==> src/rtl/event_arbiter_pkg.sv <==
// Shared record layout and readout FSM encoding for the event arbiter.
// Record: {unit id [15:14], event code [13:12], timestamp [11:0]}.
// No ports; imported by event_fifo and event_arbiter.
package event_arbiter_pkg;

    localparam int REC_W        = 16;
    localparam int UID_W        = 2;
    localparam int CODE_W       = 2;
    localparam int REC_TS_W     = 12;
    localparam int REC_UID_LSB  = 14;
    localparam int REC_CODE_LSB = 12;
    localparam int REC_TS_LSB   = 0;
    localparam int BYTE_W       = 8;

    typedef enum logic [1:0] {
        RD_IDLE = 2'd0,
        RD_MSB  = 2'd1,
        RD_LSB  = 2'd2
    } rd_state_e;

endpackage

==> src/rtl/event_fifo.sv <==
// Purpose: synchronous FIFO holding event records between arbiter and readout.
// Latency: push visible at the head one cycle later; full/empty from registered count.
// Backpressure: push ignored while full, pop ignored while empty.
// Ports: clk/rst_n, push_i + push_dat_i, pop_i, pop_dat_o (head), full_o, empty_o.
module event_fifo #(
    parameter int DEPTH = 8,
    parameter int WIDTH = 16
) (
    input  logic             clk,
    input  logic             rst_n,
    input  logic             push_i,
    input  logic [WIDTH-1:0] push_dat_i,
    input  logic             pop_i,
    output logic [WIDTH-1:0] pop_dat_o,
    output logic             full_o,
    output logic             empty_o
);

    localparam int AW = $clog2(DEPTH);
    localparam int CW = AW + 1;

    logic [WIDTH-1:0] mem_q [DEPTH];
    logic [AW-1:0]    wr_ptr_q;
    logic [AW-1:0]    rd_ptr_q;
    logic [CW-1:0]    cnt_q;
    logic             push_ok;
    logic             pop_ok;

    assign full_o    = (cnt_q == CW'(DEPTH));
    assign empty_o   = (cnt_q == '0);
    assign push_ok   = push_i && !full_o;
    assign pop_ok    = pop_i && !empty_o;
    assign pop_dat_o = mem_q[rd_ptr_q];

    // Storage needs no reset: the count gates every read of it.
    always_ff @(posedge clk) begin
        if (push_ok) begin
            mem_q[wr_ptr_q] <= push_dat_i;
        end
    end

    always_ff @(posedge clk or negedge rst_n) begin
        if (!rst_n) begin
            wr_ptr_q <= '0;
            rd_ptr_q <= '0;
            cnt_q    <= '0;
        end else begin
            if (push_ok) begin
                wr_ptr_q <= wr_ptr_q + AW'(1);
            end
            if (pop_ok) begin
                rd_ptr_q <= rd_ptr_q + AW'(1);
            end
            case ({push_ok, pop_ok})
                2'b10:   cnt_q <= cnt_q + CW'(1);
                2'b01:   cnt_q <= cnt_q - CW'(1);
                default: cnt_q <= cnt_q;
            endcase
        end
    end

endmodule

==> src/rtl/event_arbiter.sv <==
// Purpose: timestamp per-unit spike events, round-robin them into a FIFO, read out as two bytes.
// Latency: spike -> slot next edge -> FIFO one edge later (when granted); read bytes one cycle after rd_req.
// Backpressure: full FIFO stalls grants (slots held); a spike on a still-pending slot is dropped and sets ovf.
// Ports: clk, rst_n, spike_in/event_in (per unit), rd_req, clear_ovf; rd_data, rd_valid, fifo_empty, fifo_full, ovf.
module event_arbiter
    import event_arbiter_pkg::*;
#(
    parameter int NUM_UNITS  = 2,
    parameter int TS_WIDTH   = 12,
    parameter int FIFO_DEPTH = 8
) (
    input  logic                   clk,
    input  logic                   rst_n,
    input  logic [NUM_UNITS-1:0]   spike_in,
    input  logic [2*NUM_UNITS-1:0] event_in,
    input  logic                   rd_req,
    input  logic                   clear_ovf,
    output logic [BYTE_W-1:0]      rd_data,
    output logic                   rd_valid,
    output logic                   fifo_empty,
    output logic                   fifo_full,
    output logic                   ovf
);

    logic [TS_WIDTH-1:0]  ts_q;
    logic [REC_TS_W-1:0]  ts_rec;

    logic [NUM_UNITS-1:0] pending_q, pending_d;
    logic [CODE_W-1:0]    code_q  [NUM_UNITS];
    logic [CODE_W-1:0]    code_d  [NUM_UNITS];
    logic [REC_TS_W-1:0]  stamp_q [NUM_UNITS];
    logic [REC_TS_W-1:0]  stamp_d [NUM_UNITS];
    logic [UID_W-1:0]     last_q;

    logic                 gnt_vld;
    logic [UID_W-1:0]     gnt_idx;
    logic [REC_W-1:0]     push_dat;
    logic                 drop;
    logic                 ovf_q, ovf_d;

    rd_state_e            state_q, state_d;
    logic [BYTE_W-1:0]    rd_data_q, rd_data_d;
    logic                 rd_valid_q, rd_valid_d;
    logic                 pop;
    logic [REC_W-1:0]     head_dat;
    logic                 fifo_full_w, fifo_empty_w;

    // Timestamp field is always 12 bits: truncate or zero-extend the counter.
    assign ts_rec = REC_TS_W'(ts_q);

    // Round-robin: first scan units above the last grant, then wrap to the rest.
    always_comb begin
        gnt_vld  = 1'b0;
        gnt_idx  = '0;
        push_dat = '0;
        if (!fifo_full_w) begin
            for (int k = 0; k < NUM_UNITS; k++) begin
                if (!gnt_vld && pending_q[k] && (UID_W'(k) > last_q)) begin
                    gnt_vld  = 1'b1;
                    gnt_idx  = UID_W'(k);
                    push_dat = {UID_W'(k), code_q[k], stamp_q[k]};
                end
            end
            for (int k = 0; k < NUM_UNITS; k++) begin
                if (!gnt_vld && pending_q[k] && (UID_W'(k) <= last_q)) begin
                    gnt_vld  = 1'b1;
                    gnt_idx  = UID_W'(k);
                    push_dat = {UID_W'(k), code_q[k], stamp_q[k]};
                end
            end
        end
    end

    // Slot update: a grant frees the slot in the same edge, so a new spike
    // arriving with the grant is captured rather than dropped.
    always_comb begin
        pending_d = pending_q;
        code_d    = code_q;
        stamp_d   = stamp_q;
        drop      = 1'b0;
        for (int k = 0; k < NUM_UNITS; k++) begin
            if (gnt_vld && (gnt_idx == UID_W'(k))) begin
                pending_d[k] = 1'b0;
            end
            if (spike_in[k]) begin
                if (!pending_q[k] || (gnt_vld && (gnt_idx == UID_W'(k)))) begin
                    pending_d[k] = 1'b1;
                    code_d[k]    = event_in[2*k +: 2];
                    stamp_d[k]   = ts_rec;
                end else begin
                    drop = 1'b1;
                end
            end
        end
    end

    // A drop in the same cycle as clear_ovf wins so no loss goes unreported.
    always_comb begin
        ovf_d = ovf_q;
        if (drop) begin
            ovf_d = 1'b1;
        end else if (clear_ovf) begin
            ovf_d = 1'b0;
        end
    end

    // Readout: the record is popped only when its second byte is taken.
    always_comb begin
        state_d    = state_q;
        rd_data_d  = rd_data_q;
        rd_valid_d = rd_valid_q;
        pop        = 1'b0;
        case (state_q)
            RD_IDLE: begin
                rd_data_d  = '0;
                rd_valid_d = 1'b0;
                if (rd_req && !fifo_empty_w) begin
                    state_d    = RD_MSB;
                    rd_data_d  = head_dat[REC_W-1 -: BYTE_W];
                    rd_valid_d = 1'b1;
                end
            end
            RD_MSB: begin
                if (rd_req) begin
                    state_d    = RD_LSB;
                    rd_data_d  = head_dat[BYTE_W-1:0];
                    rd_valid_d = 1'b1;
                    pop        = 1'b1;
                end
            end
            RD_LSB: begin
                state_d    = RD_IDLE;
                rd_data_d  = '0;
                rd_valid_d = 1'b0;
            end
            default: begin
                state_d    = RD_IDLE;
                rd_data_d  = '0;
                rd_valid_d = 1'b0;
            end
        endcase
    end

    always_ff @(posedge clk or negedge rst_n) begin
        if (!rst_n) begin
            ts_q       <= '0;
            pending_q  <= '0;
            last_q     <= UID_W'(NUM_UNITS - 1);
            ovf_q      <= 1'b0;
            state_q    <= RD_IDLE;
            rd_data_q  <= '0;
            rd_valid_q <= 1'b0;
            for (int k = 0; k < NUM_UNITS; k++) begin
                code_q[k]  <= '0;
                stamp_q[k] <= '0;
            end
        end else begin
            ts_q       <= ts_q + TS_WIDTH'(1);
            pending_q  <= pending_d;
            code_q     <= code_d;
            stamp_q    <= stamp_d;
            ovf_q      <= ovf_d;
            state_q    <= state_d;
            rd_data_q  <= rd_data_d;
            rd_valid_q <= rd_valid_d;
            if (gnt_vld) begin
                last_q <= gnt_idx;
            end
        end
    end

    event_fifo #(
        .DEPTH (FIFO_DEPTH),
        .WIDTH (REC_W)
    ) u_fifo (
        .clk        (clk),
        .rst_n      (rst_n),
        .push_i     (gnt_vld),
        .push_dat_i (push_dat),
        .pop_i      (pop),
        .pop_dat_o  (head_dat),
        .full_o     (fifo_full_w),
        .empty_o    (fifo_empty_w)
    );

    assign rd_data    = rd_data_q;
    assign rd_valid   = rd_valid_q;
    assign fifo_empty = fifo_empty_w;
    assign fifo_full  = fifo_full_w;
    assign ovf        = ovf_q;

endmodule

==> config.mk <==
export PLATFORM = sky130hd
export DESIGN_NAME = event_arbiter
export DESIGN_NICKNAME = d
export VERILOG_FILES = /design/src/rtl/event_arbiter_pkg.sv /design/src/rtl/event_fifo.sv /design/src/rtl/event_arbiter.sv
export SDC_FILE = /design/constraint.sdc
export NUM_CORES = 1
export LEC_CHECK = 0
export CORE_AREA = 2 2 147 134
export CTS_CLUSTER_SIZE = 40
export DETAILED_ROUTE_END_ITERATION = 12
export DIE_AREA = 0 0 149 136
export HOLD_SLACK_MARGIN = 0.03
export PLACE_DENSITY = 0.61
export SLEW_MARGIN = 10
export SYNTH_ARGS = -nofsm -noshare
export SYNTH_HDL_FRONTEND = slang
export SYNTH_SLANG_ARGS = --single-unit
==> constraint.sdc <==
create_clock -name clk -period 2.7 [get_ports clk]
set_input_delay 0.54 -clock clk [delete_from_list [all_inputs] [get_ports clk]]
set_output_delay 0.54 -clock clk [all_outputs]
set_load 0.05 [all_outputs]
Word-level counts from Yosys, hierarchy flattened
Memory sizes are Yosys's and may differ from the RTL's.
Index checks and enable logic that the tools add are counted.
{"block": "op_classes", "n_addsub": 5, "n_lt_le_gt_ge": 4, "eq_ne": 7, "muxes": 43, "reduce_logical": 29}
{"cell": "2-to-1 mux 16 bit", "count": 4}
{"cell": "2-to-1 mux 1 bit", "count": 27}
{"cell": "2-to-1 mux 8 bit", "count": 2}
{"cell": "one-hot mux 8 bit (2 select lines)", "count": 1}
{"cell": "2-to-1 mux 14 bit", "count": 1}
{"cell": "adder 12 x 1 -> 12 bit (second input constant)", "count": 1}
{"cell": "logical AND 1 bit", "count": 12}
{"cell": "2-to-1 mux 2 bit", "count": 5}
{"cell": "one-hot mux 4 bit (2 select lines)", "count": 1}
{"cell": "logical NOT 1 bit", "count": 7}
{"cell": "adder 3 x 1 -> 3 bit (second input constant)", "count": 2}
{"cell": "equality test 2 x 1 -> 1 bit (second input constant)", "count": 3}
{"cell": "AND reduction 2 bit", "count": 3}
{"cell": "adder 4 x 1 -> 4 bit (second input constant)", "count": 1}
{"cell": "equality test 4 bit (second input constant)", "count": 1}
{"cell": "greater-than comparator 1 x 2 -> 1 bit (first input constant)", "count": 2}
{"cell": "<= comparator 1 x 2 -> 1 bit (first input constant)", "count": 2}
{"cell": "logical NOT 2 bit", "count": 2}
{"cell": "logical NOT 4 bit", "count": 1}
{"cell": "inequality test 2 bit (second input constant)", "count": 2}
{"cell": "one-hot mux 2 bit (2 select lines)", "count": 1}
{"cell": "nonzero test 2 bit", "count": 2}
{"cell": "subtractor 4 x 1 -> 4 bit (second input constant)", "count": 1}
{"cell": "equality test 2 bit (second input constant)", "count": 1}
{"cell": "2 further kinds", "count": 3}
{"block": "word_totals", "regBits": 66, "ramBits": 128, "inputBits": 10, "memories": 1}
{"name": "u_fifo.mem_q", "words": 8, "word_bits": 16, "rd": 1, "rd_clocked_by_memory_dff": 0, "write_ports": 1, "line_no": "event_fifo.sv:22", "source": "logic [WIDTH-1:0] mem_q [DEPTH];"}

Depth between registers and ports, before layout
{"block": "logic_depth", "ltp_word": 27, "mapped_depth": 11}

Modules after synthesis
From an unflattened synthesis, not the netlist that was laid out.
{"block": "unflattened", "hier_cells": 449, "area_unflattened_um2": 8035.2}
{"mod": "event_fifo", "instances": 1, "cells_per_inst": 253, "area_each_um2": 5556.6, "seq_area_each_um2": 4093.9}
{"mod": "event_arbiter", "instances": 1, "cells_per_inst": 196, "area_each_um2": 2478.6, "seq_area_each_um2": 1377.6}

Least setup slack after synthesis
OpenSTA, ideal clock, no wires.
{"block": "synth_timing", "path_kind": "register to register", "start": "register u_fifo.cnt_q[2]", "end": "register u_fifo.cnt_q[2]", "setup_ns": 0.129, "arrival_ns": 3.843, "required_time_ns": 2.571, "path_slack_ns": -1.272, "path_stages_with_launch": 10, "n_path_buf": 0, "path_cell_list": "dfrtp_1 -> nor4_1 -> nor2_1 -> ha_1 -> xor2_1 -> ha_1 -> a21oi_1 -> xor2_1 -> nor2_1 -> xor2_1"}
{"block": "synth_via", "elab_chain_len": 5}
{"element": "start, declared", "line_no": "event_fifo.sv:25", "source": "logic [CW-1:0] cnt_q;"}
{"element": "start signal, assigned", "line_no": "event_fifo.sv:55", "source": "2'b10: cnt_q <= cnt_q + CW'(1);"}
{"element": "start signal, assigned", "line_no": "event_fifo.sv:56", "source": "2'b01: cnt_q <= cnt_q - CW'(1);"}
{"element": "start signal, assigned", "line_no": "event_fifo.sv:57", "source": "default: cnt_q <= cnt_q;"}
{"element": "logical NOT 4 bit *", "line_no": "event_fifo.sv:30", "source": "assign empty_o = (cnt_q == '0);"}
{"element": "via fifo_empty", "line_no": "event_arbiter.sv:20", "source": "output logic fifo_empty,"}
{"element": "logical NOT 1 bit *", "line_no": "event_fifo.sv:32", "source": "assign pop_ok = pop_i && !empty_o;"}
{"element": "logical AND 1 bit *", "line_no": "event_fifo.sv:32"}
{"element": "via u_fifo.pop_ok", "line_no": "event_fifo.sv:27", "source": "logic pop_ok;"}
{"element": "equality test 2 x 1 -> 1 bit / equality test 2 bit (equally long branches)", "line_no": "event_fifo.sv:54", "source": "case ({push_ok, pop_ok})"}
{"element": "one-hot mux 4 bit (2 select lines) / nonzero test 2 bit (equally long branches)"}
The timed path passes the listed nets; every way through them passes the cells marked *.
A chain may end at the register's enable or synchronous reset.

Worst setup path in the final report
{"block": "layout_timing", "start": "register u_fifo.cnt_q[2]", "end": "output fifo_empty"}
{"block": "layout_via", "elab_chain_len": 1}
{"element": "logical NOT 4 bit", "line_no": "event_fifo.sv:30"}
{"element": "end, declared", "line_no": "event_arbiter.sv:20"}
Every way passes these cells.

==> flow_metrics.env <==
export IMPL_status="completed"
export IMPL_final_nets=468
export IMPL_slew_viol_final=0
export IMPL_cp_start_kind="register"
export IMPL_fin_crit_ps=2420
export IMPL_rr_worst_depth=9
export IMPL_slew_headroom_pct=57.5
export IMPL_cts_max_level=4
export IMPL_tightest_slew_ps=636
export IMPL_syn_inst=403
export IMPL_grt_first_pass_wirelength_microns=21900
export IMPL_ant_nets=0
export IMPL_io_buffers=21
export IMPL_gp_congestion=0.716
export IMPL_fin_util_pct=46.1
export IMPL_grt_max_degree=27
export IMPL_syn_nets=419
export IMPL_ctsHoldBuffers=0
export IMPL_clock_latency_ps=420
export IMPL_final_cells=715
export IMPL_antenna_found_initial=0
export IMPL_ios=22
export IMPL_hold_viol=0
export IMPL_hold_path_class="input pin to async pin"
export IMPL_finalSetupViolCount=0
export IMPL_dieArea_sq_um=20300
export IMPL_grt_use_met1_pct=20.4
export IMPL_maxCapViolations=0
export IMPL_grt_pass1_vias=3826
export IMPL_placed_area_sq_um=8060
export IMPL_place_inst=683
export IMPL_syn_area_sq_um=7370
export IMPL_initialDrtViolationCount=253
export IMPL_yosysTopAreaCell="edfxtp_1"
export IMPL_synth_avg_cell_area_sq_um=18.3
export IMPL_grt_busiest_layer="met2"
export IMPL_ir_drop_v=0.000620
export IMPL_cts_tree="done"
export IMPL_power_leakage_nw=3.24
export IMPL_grt_util_met2_pct=23.7
export IMPL_via_count=3692
export IMPL_cp_max_fo=6
export IMPL_multiInputGateArea_sq_um=2110
export IMPL_layout_setup_ws_ps=281
export IMPL_dp_hpwl_microns=8560
export IMPL_clock_skew_ps=9.18
export IMPL_async_flop_share_pct=35.1
export IMPL_register_area_sq_um=5230
export IMPL_grt_usage_pct=15.0
export IMPL_wl_microns=13800
export IMPL_grt_ovfl_total=0
export IMPL_rows=48
export IMPL_cts_sinks=185
export IMPL_yosys_top_cells_area="edfxtp_1, dfrtp_1, mux4_2"
export IMPL_met3_usage_pct=3.66
export IMPL_final_area_sq_um=8700
export IMPL_finalSetupTns_ps=0
export IMPL_seq_area_frac_synth_pct=71.0
export IMPL_clock_path_buffers=2
export IMPL_core_area_sq_um=18900
export IMPL_path_clk_slew_ps=70
export IMPL_die_w_microns=149
export IMPL_ys_types=40
export IMPL_die_y_microns=136
export IMPL_max_clock_freq_mhz=413
export IMPL_fillCellCount=1628
export IMPL_power_mw=10.5
export IMPL_synth_seq_cells=185
export IMPL_wl_per_cell_microns=19.3
export IMPL_ys_warnings_count=0
export IMPL_rsz0062_at_grt="no"
export IMPL_critPathKind="register to output pin"
export IMPL_fin_crit_sh_pct=89.6
export IMPL_cts_root_buffer="clkbuf_16"
export IMPL_initial_core_util_pct=39.1
export IMPL_drt_pass1_iterations=4
export IMPL_synth_top_area_share_pct=48.9
export IMPL_hold_slack_ps=87.8
export IMPL_worst_ep_arrival_time_ps=1880
export IMPL_antenna_cells=0
export IMPL_end_kind="output pin"
export IMPL_numCtsBuffers=17
export IMPL_place_ws_ps=187
export IMPL_drive_gt1_share_pct=29.2
export IMPL_syn2layout_area_growth_pct=18.0
export IMPL_route_detailed_drc=0
export IMPL_synth_edf_count=120
export IMPL_synthFlopType="edfxtp_1"
export IMPL_routed_via_density=5.16
export IMPL_critPathRequiredTime_ps=2160
export IMPL_powerDensity_nw_per_um2=1200
what timing repair did:
item	4_1_cts	5_1_grt
endpoints found under the setup margin	1	0
gates resized for setup	1	0
hold endpoints to repair	0	0
buffers inserted	0	0
registers in the layout, summed over array words and instances, names as in the netlist, 2 cells and up:
register	flops
state_q	2
u_fifo.mem_q	120
u_fifo.cnt_q	4
stamp_q	24
rd_data	8
ts_q	12
code_q	4
pending_q	2
u_fifo.rd_ptr_q	3
u_fifo.wr_ptr_q	3
kinds of logic after synthesis:
kind of cell | count (synthesis) | share of synthesized area (%)
muxes | 75 | 15.9
DFF | 185 | 71.0
AOI/OAI and AO/OA | 42 | 4.43
and+or+nand+nor | 54 | 3.92
xor gates and xnor gates | 19 | 2.26
buffers and inverters | 22 | 1.49
adders and majority gates | 6 | 1.02
cell usage in the layout (no fill, tap or decap), types with 3 or more instances in the layout:
cell             netlist  final
nand2_1               14     14
bufinv_16              0      4
xor2_1                 7      7
mux2_2                37     37
nand2b_1               5      5
clkdlybuf4s50_1        0     18
nor2_1                12     11
mux2i_1                8      8
a21oi_1                4      4
buf_4                  0     24
inv_1                  7      7
mux4_2                30     30
clkbuf_8               0      3
clkbuf_16              0     17
o21ai_0                8      8
a22oi_1                7      7
xnor2_1               12     12
nand3b_1               3      3
nor3_4                 0      4
dfrtp_1               64     64
ha_1                   6      6
clkinv_2               0      3
edfxtp_1             120    120
a22o_1                14     14
nand3_1                4      4
power by group:
part           switching (mW)  internal, mW  total [mW]
logic                    1.90          1.42        3.32
clock network            1.02          1.63        2.65
registers               0.387          4.12        4.51
critical path: stages, from the launching register on:
cell           delay [ps]
dfrtp_1               490
nor4_4                380
dlygate4sd2_1         580
routing by layer:
layer  vias up  wire length, microns
li1       1671                     -
met1      1936                  6410
met2        81                  6600
met3         4                   735
met4         0                    76
met5         -                     0
cells in the mapped netlist, types with 5 or more instances:
| library cell | number |
|---|---|
| a22oi_1 | 7 |
| nand2b_1 | 5 |
| inv_1 | 7 |
| edfxtp_1 | 120 |
| mux2_2 | 37 |
| xnor2_1 | 12 |
| nand2_1 | 14 |
| xor2_1 | 7 |
| dfrtp_1 | 64 |
| mux2i_1 | 8 |
| nor3_1 | 5 |
| mux4_2 | 30 |
| buf_2 | 9 |
| o21ai_0 | 8 |
| ha_1 | 6 |
| nor2_1 | 12 |
| a22o_1 | 14 |
area by class of cell:
type / count / share of cell area, %
flip-flops and latches: 185 / 60.1
multi-input cells: 196 / 24.3
clock buffers: 22 / 5.45
repair buffers: 44 / 4.30
well taps: 250 / 3.60
clock inverters: 10 / 1.88
inverters: 8 / 0.360
path summary, 6_finish.rpt:
kind / from / to / slack [ps]
min in group clk: state_q[1] / rd_valid / 490
max: u_fifo.cnt_q[2] / fifo_empty / 280
max in group asynchronous: rst_n / u_fifo.rd_ptr_q[2] / 1870
max reg2reg: u_fifo.cnt_q[2] / u_fifo.cnt_q[2] / 440
min: rst_n / ts_q[1] / 90
min reg2reg: state_q[1] / rd_valid / 490
Power figures use the tool's default switching activity.
